--- src/rtl/async_fifo_rd_drain.sv ---
// async_fifo_rd_drain
// Read-domain consumer for the async FIFO. It issues FIFO reads, absorbs the
// FIFO's one-cycle registered read latency in a small skid buffer, and
// re-presents the words as a valid/ready stream at up to one word per clock.
// Optional statistics counters (rd_cnt_o, drop_cnt_o) are built only when
// ASYNC_FIFO_RD_DRAIN_STATS_EN is defined.
module async_fifo_rd_drain #(
  parameter int WIDTH      = 8,
  parameter int SKID_DEPTH = 2,
  parameter int OCC_WIDTH  = 2,
  parameter int CNT_WIDTH  = 16
) (
  input  logic                 clk_i,
  input  logic                 rst_n_i,
  input  logic                 en_i,
  input  logic                 flush_i,
  output logic                 rd_en_o,
  input  logic [WIDTH-1:0]     rdata_i,
  input  logic                 empty_i,
  input  logic                 rd_error_i,
  output logic                 m_valid_o,
  output logic [WIDTH-1:0]     m_data_o,
  input  logic                 m_ready_i,
  output logic [OCC_WIDTH-1:0] occ_o,
  output logic                 err_o,
  input  logic                 clr_err_i
`ifdef ASYNC_FIFO_RD_DRAIN_STATS_EN
  ,
  output logic [CNT_WIDTH-1:0] rd_cnt_o,
  output logic [CNT_WIDTH-1:0] drop_cnt_o
`endif
);

  localparam int IDX_W = (SKID_DEPTH > 1) ? $clog2(SKID_DEPTH) : 1;

  typedef enum logic [1:0] {
    IDLE  = 2'd0,
    RUN   = 2'd1,
    DRAIN = 2'd2
  } state_t;

  state_t               state_q;
  state_t               state_d;
  logic [OCC_WIDTH-1:0] occ_q;
  logic                 infl_q;
  logic                 err_q;
  logic [IDX_W-1:0]     wr_idx_q;
  logic [IDX_W-1:0]     rd_idx_q;
  logic [WIDTH-1:0]     buf_q [SKID_DEPTH];

  logic                 pop;
  logic                 cap;
  logic                 drop_err;
  logic [OCC_WIDTH:0]   occ_ahead;

  // Buffer indices wrap at SKID_DEPTH, which need not be a power of two.
  function automatic logic [IDX_W-1:0] idx_inc(input logic [IDX_W-1:0] idx);
    if (idx == IDX_W'(SKID_DEPTH - 1)) return '0;
    return idx + IDX_W'(1);
  endfunction

  assign m_valid_o = (occ_q != '0);
  assign pop       = m_valid_o & m_ready_i;
  // A word arriving from the FIFO is kept only if it is good and not flushed.
  assign cap       = infl_q & ~rd_error_i & ~flush_i;
  assign drop_err  = infl_q & rd_error_i;
  // Words that will be held after this edge if the in-flight word lands.
  assign occ_ahead = {1'b0, occ_q} + {{OCC_WIDTH{1'b0}}, infl_q} - {{OCC_WIDTH{1'b0}}, pop};

  assign m_data_o  = m_valid_o ? buf_q[rd_idx_q] : '0;
  assign occ_o     = occ_q;
  assign err_o     = err_q;

  // Next-state and read-request decode; a read is only issued if its word is
  // guaranteed a free slot even when nothing is popped next cycle.
  always_comb begin
    state_d = state_q;
    rd_en_o = 1'b0;
    unique case (state_q)
      IDLE:    if (en_i) state_d = RUN;
      RUN:     if (!en_i) state_d = DRAIN;
      DRAIN: begin
        if (en_i) state_d = RUN;
        else if ((occ_q == '0) && !infl_q) state_d = IDLE;
      end
      default: state_d = IDLE;
    endcase
    if ((state_q == RUN) && en_i && !empty_i && !flush_i &&
        (occ_ahead < (OCC_WIDTH + 1)'(SKID_DEPTH))) begin
      rd_en_o = 1'b1;
    end
  end

  // FSM state register; flush leaves the state alone.
  always_ff @(posedge clk_i or negedge rst_n_i) begin
    if (!rst_n_i) state_q <= IDLE;
    else          state_q <= state_d;
  end

  // Skid occupancy, buffer indices and in-flight read tracking.
  always_ff @(posedge clk_i or negedge rst_n_i) begin
    if (!rst_n_i) begin
      occ_q    <= '0;
      infl_q   <= 1'b0;
      wr_idx_q <= '0;
      rd_idx_q <= '0;
    end else begin
      infl_q <= rd_en_o;
      if (flush_i) begin
        occ_q    <= '0;
        wr_idx_q <= '0;
        rd_idx_q <= '0;
      end else begin
        occ_q <= occ_q + OCC_WIDTH'(cap) - OCC_WIDTH'(pop);
        if (cap) wr_idx_q <= idx_inc(wr_idx_q);
        if (pop) rd_idx_q <= idx_inc(rd_idx_q);
      end
    end
  end

  // Sticky underflow flag; a new error beats a simultaneous clear.
  always_ff @(posedge clk_i or negedge rst_n_i) begin
    if (!rst_n_i)       err_q <= 1'b0;
    else if (drop_err)  err_q <= 1'b1;
    else if (clr_err_i) err_q <= 1'b0;
  end

  // Skid storage holds data only; occupancy decides what is valid.
  always_ff @(posedge clk_i) begin
    if (cap) buf_q[wr_idx_q] <= rdata_i;
  end

`ifdef ASYNC_FIFO_RD_DRAIN_STATS_EN
  logic [CNT_WIDTH-1:0] rd_cnt_q;
  logic [CNT_WIDTH-1:0] drop_cnt_q;
  logic [OCC_WIDTH:0]   drop_n;

  // A flush discards everything held plus any word landing this cycle,
  // minus a word the consumer takes on the same edge.
  assign drop_n = flush_i ? occ_ahead : {{OCC_WIDTH{1'b0}}, drop_err};

  // Delivered and discarded word counters, wrapping, cleared by reset only.
  always_ff @(posedge clk_i or negedge rst_n_i) begin
    if (!rst_n_i) begin
      rd_cnt_q   <= '0;
      drop_cnt_q <= '0;
    end else begin
      rd_cnt_q   <= rd_cnt_q + CNT_WIDTH'(pop);
      drop_cnt_q <= drop_cnt_q + CNT_WIDTH'(drop_n);
    end
  end

  assign rd_cnt_o   = rd_cnt_q;
  assign drop_cnt_o = drop_cnt_q;
`endif

endmodule

--- config.mk ---
export PLATFORM = sky130hd
export DESIGN_NAME = async_fifo_rd_drain
export DESIGN_NICKNAME = d
export VERILOG_FILES = /design/src/rtl/async_fifo_rd_drain.sv
export SDC_FILE = /design/constraint.sdc
export NUM_CORES = 1
export LEC_CHECK = 0
export ABC_CLOCK_PERIOD_IN_PS = 5710
export CAP_MARGIN = 0
export CELL_PAD_IN_SITES_DETAIL_PLACEMENT = 0
export CELL_PAD_IN_SITES_GLOBAL_PLACEMENT = 1
export CORE_UTILIZATION = 25
export DETAILED_ROUTE_END_ITERATION = 12
export HOLD_SLACK_MARGIN = 0.08
export PLACE_DENSITY = 0.59
export SYNTH_ARGS = -nofsm -noshare
export SYNTH_HDL_FRONTEND = slang
export SYNTH_SLANG_ARGS = --single-unit
--- constraint.sdc ---
create_clock -name clk_i -period 5.71 [get_ports clk_i]
set_input_delay 1.713 -clock clk_i [delete_from_list [all_inputs] [get_ports clk_i]]
set_output_delay 1.713 -clock clk_i [all_outputs]
set_load 0.03 [all_outputs]
==> flow_metrics.env, run 1 <==
export IMPL_status="finished, final reports clean"
export IMPL_area_growth_syn_to_layout_pct=37.7
export IMPL_grt_usage=0.0898
export IMPL_avgViaCountPerCell=4.16
export IMPL_final_cell_area_mm2=0.00143
export IMPL_io_buffers=28
export IMPL_power_density_mw_per_mm2=378
export IMPL_layout_drive_gt1_share=0.0648
export IMPL_synth_ff_type="edfxtp_1"
export IMPL_ant_nets=0
export IMPL_placed_cells=154
export IMPL_arrival_ns=3.78
export IMPL_grt_overflow_total=0
export IMPL_start_util=0.259
export IMPL_clk_latency_ns=0.26
export IMPL_power_leakage_nw=0.537
export IMPL_path_max_fanout=2
export IMPL_hp_class="reg2reg"
export IMPL_peakVddDrop_v=0.000204
export IMPL_startpoint_type="primary input"
export IMPL_timing_fmax_ghz=0.182
export IMPL_synth_cells=77
export IMPL_synthTopCellsByArea="edfxtp_1 46%, dfrtp_1 19%, mux2i_1 7.7%, nor2_1 4.7%, ha_1 3.6%"
export IMPL_syn_num_nets=97
export IMPL_cp_required_ns=4.00
export IMPL_max_slew_margin_rel=0.536
export IMPL_yosys_cell_count_top_type="edfxtp_1"
export IMPL_worst_hold_slack_ns=0.461
export IMPL_synth_top_family_by_area="simple AND/OR/NAND/NOR gates"
export IMPL_wirelength_um=1900
export IMPL_placementRows=23
export IMPL_hpwlAfterDp_um=1430
export IMPL_multi_input_area_um2=323
export IMPL_synth_top_cell_by_area="edfxtp_1"
export IMPL_drtIter0Drc=7
export IMPL_antenna_found_initial=0
export IMPL_setup_ws_ns=0.214
export IMPL_synth_compound_area_frac=0.0339
export IMPL_die_h_um=66.3
export IMPL_place_area_mm2=0.00137
export IMPL_dieArea_mm2=0.00440
export IMPL_skew_ns=0.00110
export IMPL_fin_nets=129
export IMPL_avgRoutedWirePerCell_um=12.1
export IMPL_cts_sinks=24
export IMPL_cts_buffers_inserted=3
export IMPL_final_max_slew_violation_count=0
export IMPL_cap_violations=0
export IMPL_pre_cts_ws_ns=0.194
export IMPL_synth_top_cell_area_share=0.464
export IMPL_synth_edf_count=16
export IMPL_seqCellArea_um2=681
export IMPL_max_slew_worst_pin_slew_ns=0.693
export IMPL_cts_tree="built"
export IMPL_fillers=408
export IMPL_postCtsSetupRepairBufs=0
export IMPL_rsz0062_at_grt="no"
export IMPL_fin_crit_sh=0.963
export IMPL_end_kind="output pin"
export IMPL_yosys_warnings=0
export IMPL_muxShareOfSynthArea=0.0774
export IMPL_place_congestion=0.775
export IMPL_grt_max_degree=14
export IMPL_async_flop_share=0.333
export IMPL_remaining_drc_errors=0
export IMPL_clk_root_buffer_cell="clkbuf_8"
export IMPL_postCtsHoldBufs=0
export IMPL_seq_area_frac_synth=0.658
export IMPL_num_vias=657
export IMPL_ys_types=21
export IMPL_n_antenna_cell=0
export IMPL_htreeDepth=1
export IMPL_synth_xor_area_frac=0.0339
export IMPL_hold_viol_final=0
export IMPL_ios=29
export IMPL_r2r_setup_slack_ns=3.48
export IMPL_critPathKind="in2out"
export IMPL_finalNonFillerCells=158
export IMPL_drtPass1Iterations=2
export IMPL_fin_crit_ns=5.50
export IMPL_clkTransAtPathRegs_ns=0.08
export IMPL_cts_resized=0
export IMPL_avgSynthCellArea_um2=13.4
export IMPL_grt_pass1_vias=679
export IMPL_synth_commonest_cells="16 x edfxtp_1, 13 x nor2_1, 8 x dfrtp_1, 8 x mux2i_1, 7 x inv_1"
export IMPL_tns_ns=0
export IMPL_synthesis_area_mm2=0.00103
export IMPL_core_mm2=0.00400
export IMPL_synth_adder_area_share=0.0556
export IMPL_clk_path_buf_depth=2
export IMPL_synthSimpleGateAreaFrac=0.111
export IMPL_ys_ff_latch=24
export IMPL_grt_pass1_wl_um=2890
export IMPL_die_x_um=66.3
export IMPL_finalSetupViolCount=0
[metal layers]
layer	vias up	GRT usage	routed length [um]
li1	326	-	-
met1	311	0.109	871
met2	20	0.159	923
met3	0	0.0190	109
met4	0	0.0239	0
met5	-	0	0
[path summary, 6_finish.rpt]
path,start,end,depth (start not counted)
worst max-delay path,m_ready_i,rd_en_o,9
worst min-delay path,state_q[1],state_q[0],1
worst max register to register,occ_o[1],infl_q,7
worst min register to register,state_q[1],state_q[0],1
max in group asynchronous,rst_n_i,err_o,1
min in group asynchronous,rst_n_i,occ_o[0],1
[state kept, by name, summed over array words and instances (netlist names)]
| register | cells |
|---|---|
| rd_idx_q | 1 |
| occ_o | 2 |
| err_o | 1 |
| state_q | 2 |
| wr_idx_q | 1 |
| infl_q | 1 |
| buf_q | 16 |
[power by group]
| part | switching (mW) | internal, mW | leakage, nW |
|---|---|---|---|
| logic | 0.116 | 0.0930 | 0.256 |
| clock network | 0.0512 | 0.0614 | 0.0288 |
| registers | 0.0208 | 0.195 | 0.252 |
| total | 0.188 | 0.350 | 0.537 |
[area by class of cell]
cell class                 count  share of cell area
timing repair buffer          28               0.195
tap                           50              0.0439
clock buffer                   4              0.0386
multi-input combinational     45               0.227
inverter                       7              0.0184
sequential                    24               0.478
[cell usage in the layout (no fill, tap or decap)]
| cell type | n |
|---|---|
| a211o_1 | 1 |
| a21boi_0 | 1 |
| a21oi_2 | 1 |
| and2_1 | 1 |
| buf_4 | 1 |
| clkbuf_8 | 4 |
| clkdlybuf4s50_1 | 27 |
| dfrtp_1 | 8 |
| edfxtp_1 | 16 |
| fa_1 | 1 |
| ha_1 | 3 |
| inv_1 | 7 |
| mux2i_1 | 8 |
| nand2_1 | 2 |
| nand2b_1 | 2 |
| nand4bb_1 | 1 |
| nor2_1 | 13 |
| nor2_2 | 1 |
| nor2b_1 | 2 |
| nor3_1 | 2 |
| o21ai_0 | 2 |
| xnor2_1 | 1 |
| xor2_1 | 3 |
[through the flow]
step	total power [mW]	util
5_1_grt	0.567	0.356
4_1_cts	0.546	0.356
3_3_place_gp	0.430	0.343
3_5_place_dp	0.434	0.343
6_report	0.538	0.356
2_1_floorplan	0.344	-
[cell families (layout without fill, tap and decap cells)]
logic type                 count (synthesis)  after routing
adders and majority gates                  4              4
AOI/OAI and AO/OA                          5              5
DFF                                       24             24
buffers and inverters                      8             39
and+or+nand+nor                           24             24
muxes                                      8              8
xor gates and xnor gates                   4              4
[worst max-delay path, cell delays in order]
cell and delay, ns:
clkdlybuf4s50_1 0.45, o21ai_0 0.12, inv_1 0.11, ha_1 0.22, nand2b_1 0.15, fa_1 0.50
nand4bb_1 0.10, nor3_1 0.21, buf_4 0.21
No activity file was read; power rests on OpenSTA's default activity.
==> run 2: changes to the inputs <==
Settings changed: ABC_AREA set to 1, ABC_CLOCK_PERIOD_IN_PS 5710 to unset, PLACE_DENSITY 0.59 to 0.61.
==> run 2 against run 1 <==
Hold slack better by 0.018 ns. Critical path type unchanged. Largest power group is now combinational logic. Sequential power hardly changed. Highest routed layer unchanged. Clock skew is 0.0019 ns higher. Synthesized area is 3.6% higher. Largest cell class unchanged.
==> flow_metrics.env, run 2 <==
export IMPL_grt_pass1_wl_um=3530
export IMPL_synth_edf_count=16
export IMPL_synthTopCellsByArea="edfxtp_1 45%, dfrtp_1 19%, nand2_1 9.1%, inv_1 5.3%, a21oi_1 4.7%"
export IMPL_final_max_slew_violation_count=0
export IMPL_grt_overflow_total=0
export IMPL_timing_fmax_ghz=0.180
export IMPL_drtIter0Drc=12
export IMPL_min_from="state_q[1]"
export IMPL_min_to="state_q[0]"
export IMPL_startpoint_type="primary input"
export IMPL_antenna_found_initial=0
export IMPL_max_slew_margin_rel=0.496
export IMPL_clkTransAtPathRegs_ns=0.08
export IMPL_layout_common_cells="27 x clkdlybuf4s50_1, 26 x nand2_1, 16 x edfxtp_1"
export IMPL_worst_hold_slack_ns=0.479
export IMPL_die_h_um=67.5
export IMPL_async_flop_share=0.333
export IMPL_hpwlAfterDp_um=1560
export IMPL_cts_resized=0
export IMPL_wirelength_um=2110
export IMPL_fin_crit_ns=5.55
export IMPL_mostFrequentLayoutCell="clkdlybuf4s50_1"
export IMPL_whs_path_depth=1
export IMPL_synth_top_cell_area_share=0.448
export IMPL_die_x_um=67.5
export IMPL_final_cell_area_mm2=0.00147
export IMPL_placed_cells=179
export IMPL_hp_class="reg2reg"
export IMPL_grt_usage=0.106
export IMPL_htreeDepth=1
export IMPL_drtPass1Iterations=2
export IMPL_reg2reg_from="occ_o[1]"
export IMPL_layout_drive_gt1_share=0.0602
export IMPL_clk_root_buffer_cell="clkbuf_8"
export IMPL_r2r_setup_slack_ns=3.43
export IMPL_remaining_drc_errors=0
export IMPL_yosys_warnings=0
export IMPL_grt_max_degree=15
export IMPL_ys_types=16
export IMPL_ios=29
export IMPL_synth_cells=102
export IMPL_start_util=0.264
export IMPL_arrival_ns=3.83
export IMPL_max_slew_worst_pin_slew_ns=0.753
export IMPL_ant_nets=0
export IMPL_skew_ns=0.00301
export IMPL_avgSynthCellArea_um2=10.5
export IMPL_yosys_cell_count_top_type="nand2_1"
export IMPL_cp_required_ns=4.00
export IMPL_area_growth_syn_to_layout_pct=37.3
export IMPL_ys_ff_latch=24
export IMPL_clk_path_buf_depth=2
export IMPL_dieArea_mm2=0.00455
export IMPL_io_buffers=28
export IMPL_hold_viol_final=0
export IMPL_regMostFlops="buf_q"
export IMPL_grt_pass1_vias=791
export IMPL_cap_violations=0
export IMPL_end_kind="output pin"
export IMPL_cp_startpoint="m_ready_i"
export IMPL_setup_ws_ns=0.165
export IMPL_cts_buffers_inserted=3
export IMPL_synth_commonest_cells="26 x nand2_1, 16 x edfxtp_1, 15 x inv_1"
export IMPL_finalSetupViolCount=0
export IMPL_cts_tree="built"
export IMPL_clk_latency_ns=0.26
export IMPL_place_area_mm2=0.00140
export IMPL_finalPower_mw=0.615
export IMPL_power_density_mw_per_mm2=418
export IMPL_peakVddDrop_v=0.000289
export IMPL_avgRoutedWirePerCell_um=11.6
export IMPL_largest_reg_flops=16
export IMPL_synth_ff_type="edfxtp_1"
export IMPL_r2r_end="infl_q"
export IMPL_place_congestion=0.769
export IMPL_num_vias=784
export IMPL_finalNonFillerCells=183
export IMPL_cts_sinks=24
export IMPL_fin_crit_sh=0.971
export IMPL_rsz0062_at_grt="no"
export IMPL_tns_ns=0
export IMPL_n_antenna_cell=0
export IMPL_critPathKind="in2out"
export IMPL_power_leakage_nw=0.592
export IMPL_pre_cts_ws_ns=0.153
export IMPL_synth_top_cell_by_area="edfxtp_1"
export IMPL_postCtsSetupRepairBufs=0
export IMPL_postCtsHoldBufs=0
export IMPL_syn_num_nets=122
export IMPL_placementRows=23
export IMPL_synthesis_area_mm2=0.00107
export IMPL_avgViaCountPerCell=4.28
export IMPL_r2r_cells=7
export IMPL_core_mm2=0.00406
export IMPL_path_max_fanout=3
export IMPL_seq_area_frac_synth=0.635
export IMPL_status="finished, final reports clean"
export IMPL_utilization=0.363
export IMPL_fin_nets=154
==> run 2: cell families (layout without fill, tap and decap cells) <==
group                      count (synthesis)  count (layout)  share of synthesized area
DFF                                       24              24                      0.635
and+or+nand+nor                           45              45                      0.183
AOI/OAI and AO/OA                         12              12                     0.0572
adders and majority gates                  4               4                     0.0537
xor gates and xnor gates                   1               1                    0.00817
buffers and inverters                     16              47                     0.0630
==> run 2: how the worst max path moves through the flow <==
stage,cells past startpoint,endpoint,slack (ns)
floorplan,7,rd_en_o,0.60
global placement,9,rd_en_o,0.18
finish,9,rd_en_o,0.16
detailed placement,10,rd_en_o,0.15
CTS,9,rd_en_o,0.15
global route,10,rd_en_o,0.04
==> run 2: final cells by class <==
class | count | area, um2
inverters | 15 | 56.3
repair buffers | 28 | 278
clock inverters | 1 | 30.0
multi-input cells | 62 | 324
flip-flops and latches | 24 | 681
clock buffers | 3 | 41.3
fillers | 389 | 2580
well taps | 50 | 62.6
==> run 2: power breakdown <==
group	total (mW)	switching, mW	internal [mW]	leakage (nW)
sequential	0.217	0.0205	0.197	0.252
clock	0.147	0.0537	0.0937	0.0357
combinational	0.251	0.150	0.100	0.305
==> run 2: worst max-delay path: stages <==
cell	delay, ns
clkdlybuf4s50_1	0.48
inv_1	0.07
nor2_4	0.13
ha_1	0.23
or2_2	0.30
fa_1	0.49
nand4_1	0.09
nor2_1	0.14
buf_4	0.18
==> run 2: metal layers <==
layer  global-route usage  wire (um)  up-vias
met1                0.128        946      367
met3               0.0372        114        0
met5                    0          0        -
met2                0.183       1050       22
li1                     -          -      395
met4               0.0160          0        0
==> run 3: changes to the inputs <==
Settings changed: CORE_UTILIZATION 25 to 38, HOLD_SLACK_MARGIN 0.08 to 0.1, PLACE_DENSITY 0.61 to 0.85.
==> run 3 against run 2 <==
Sequential share of layout area up 2.4 points. Wire length decreased by 11%. Non-clock buffer count did not move. Clock skew shrank 0.0012 ns. Core utilization rose by 18 points. Critical path type unchanged. Highest routed layer is now met4.
==> flow_metrics.env, run 3 (synthesis results as in run 2) <==
export IMPL_power_density_mw_per_mm2=382
export IMPL_whs_path_depth=1
export IMPL_power_leakage_nw=0.570
export IMPL_drtIter0Drc=11
export IMPL_path_max_fanout=3
export IMPL_worst_hold_slack_ns=0.493
export IMPL_htreeDepth=1
export IMPL_seqPwrFrac=0.406
export IMPL_cts_buffers_inserted=3
export IMPL_cts_resized=0
export IMPL_n_antenna_cell=0
export IMPL_finalSetupViolCount=0
export IMPL_fillers=247
export IMPL_grt_overflow_total=0
export IMPL_max_slew_margin_rel=0.548
export IMPL_wirelength_um=1890
export IMPL_core_mm2=0.00257
export IMPL_cp_startpoint="m_ready_i"
export IMPL_regMostFlops="buf_q"
export IMPL_postCtsHoldBufs=0
export IMPL_hold_viol_final=0
export IMPL_cap_violations=0
export IMPL_ant_nets=0
export IMPL_pre_cts_ws_ns=0.167
export IMPL_layout_common_cells="27 x clkdlybuf4s50_1, 26 x nand2_1, 16 x edfxtp_1"
export IMPL_cts_tree="built"
export IMPL_grt_usage=0.150
export IMPL_r2r_setup_slack_ns=3.42
export IMPL_clkPwrFrac=0.131
export IMPL_r2r_end="infl_q"
export IMPL_dieArea_mm2=0.00304
export IMPL_p_sw_frac=0.399
export IMPL_skew_ns=0.00183
export IMPL_num_vias=772
export IMPL_antenna_found_initial=0
export IMPL_cts_sinks=24
export IMPL_grt_pass1_wl_um=3040
export IMPL_clkTransAtPathRegs_ns=0.12
export IMPL_placementRows=18
export IMPL_tns_ns=0
export IMPL_postCtsSetupRepairBufs=0
export IMPL_final_cell_area_mm2=0.00140
export IMPL_finalNonFillerCells=162
export IMPL_die_h_um=55.1
export IMPL_fin_crit_ns=5.55
export IMPL_layout_drive_gt1_share=0.0530
export IMPL_min_to="state_q[0]"
export IMPL_peakVddDrop_v=0.000267
export IMPL_ios=29
export IMPL_r2r_cells=8
export IMPL_final_max_slew_violation_count=0
export IMPL_mostFrequentLayoutCell="clkdlybuf4s50_1"
export IMPL_place_area_mm2=0.00138
export IMPL_finalPower_mw=0.535
export IMPL_min_from="state_q[1]"
export IMPL_placed_cells=159
export IMPL_hpwlAfterDp_um=1400
export IMPL_clk_latency_ns=0.30
export IMPL_internal_power_mw=0.321
export IMPL_critPathKind="in2out"
export IMPL_remaining_drc_errors=0
export IMPL_grt_pass1_vias=722
export IMPL_avgRoutedWirePerCell_um=11.6
export IMPL_end_kind="output pin"
export IMPL_max_slew_worst_pin_slew_ns=0.675
export IMPL_place_congestion=0.781
export IMPL_fin_crit_sh=0.971
export IMPL_status="finished, final reports clean"
export IMPL_io_buffers=28
export IMPL_clk_root_buffer_cell="clkbuf_4"
export IMPL_hp_class="reg2reg"
export IMPL_rsz0062_at_grt="no"
export IMPL_cp_required_ns=4.00
export IMPL_setup_ws_ns=0.164
export IMPL_utilization=0.545
export IMPL_arrival_ns=3.83
export IMPL_fin_nets=154
export IMPL_largest_reg_flops=16
export IMPL_grt_max_degree=13
export IMPL_startpoint_type="primary input"
export IMPL_timing_fmax_ghz=0.180
export IMPL_drtPass1Iterations=4
export IMPL_reg2reg_from="occ_o[1]"
export IMPL_avgViaCountPerCell=4.77
export IMPL_power_frac_comb=0.462
export IMPL_area_growth_syn_to_layout_pct=30.5
export IMPL_start_util=0.418
export IMPL_die_x_um=55.1
export IMPL_clk_path_buf_depth=2
export IMPL_p_sw_mw=0.214
run 3: cell count changes in the layout (fill, tap and decap cells not counted):
cell,delta
clkbuf_8,-3
bufinv_16,-1
clkbuf_4,+3
run 3: critical path, cell delays in order:
cell and delay [ns]:
clkdlybuf4s50_1 0.47, inv_1 0.07, nor2_4 0.12, ha_1 0.23
or2_2 0.30, fa_1 0.39, xnor2_1 0.16, nand2_1 0.06
nor2_1 0.13, buf_4 0.18
run 3: worst max-delay path by stage:
stage | depth (start not counted) | to | slack [ns]
6_report | 10 | rd_en_o | 0.16
5_1_grt | 10 | rd_en_o | 0.06
4_1_cts | 10 | rd_en_o | 0.16
3_5_place_dp | 10 | rd_en_o | 0.17
3_3_place_gp | 9 | rd_en_o | 0.19
2_1_floorplan | 7 | rd_en_o | 0.60
run 3: routing by layer:
layer,GRT usage,share of wire,wire [um],vias to the layer above
met2,0.265,0.50,939,21
met1,0.167,0.42,791,349
met5,0,0,0,-
li1,-,-,-,397
met3,0.0301,0.059,112,5
met4,0.0875,0.022,41,0
run 3: cell type report:
class / instances / area (um2) / area share
tap: 30 / 37.5 / 0.0268
timing repair buffer: 28 / 278 / 0.199
clock buffer: 3 / 22.5 / 0.0161
inverter: 15 / 56.3 / 0.0403
sequential: 24 / 681 / 0.487
multi-input combinational: 62 / 324 / 0.232
run 3: power groups by stage:
stage               Combinational (mW)  Sequential (mW)  Clock (mW)
floorplan                        0.151            0.225           0
global placement                 0.246            0.221           0
detailed placement               0.249            0.221           0
CTS                              0.250            0.218      0.0730
global route                     0.271            0.220      0.0820
finish                           0.247            0.217      0.0703
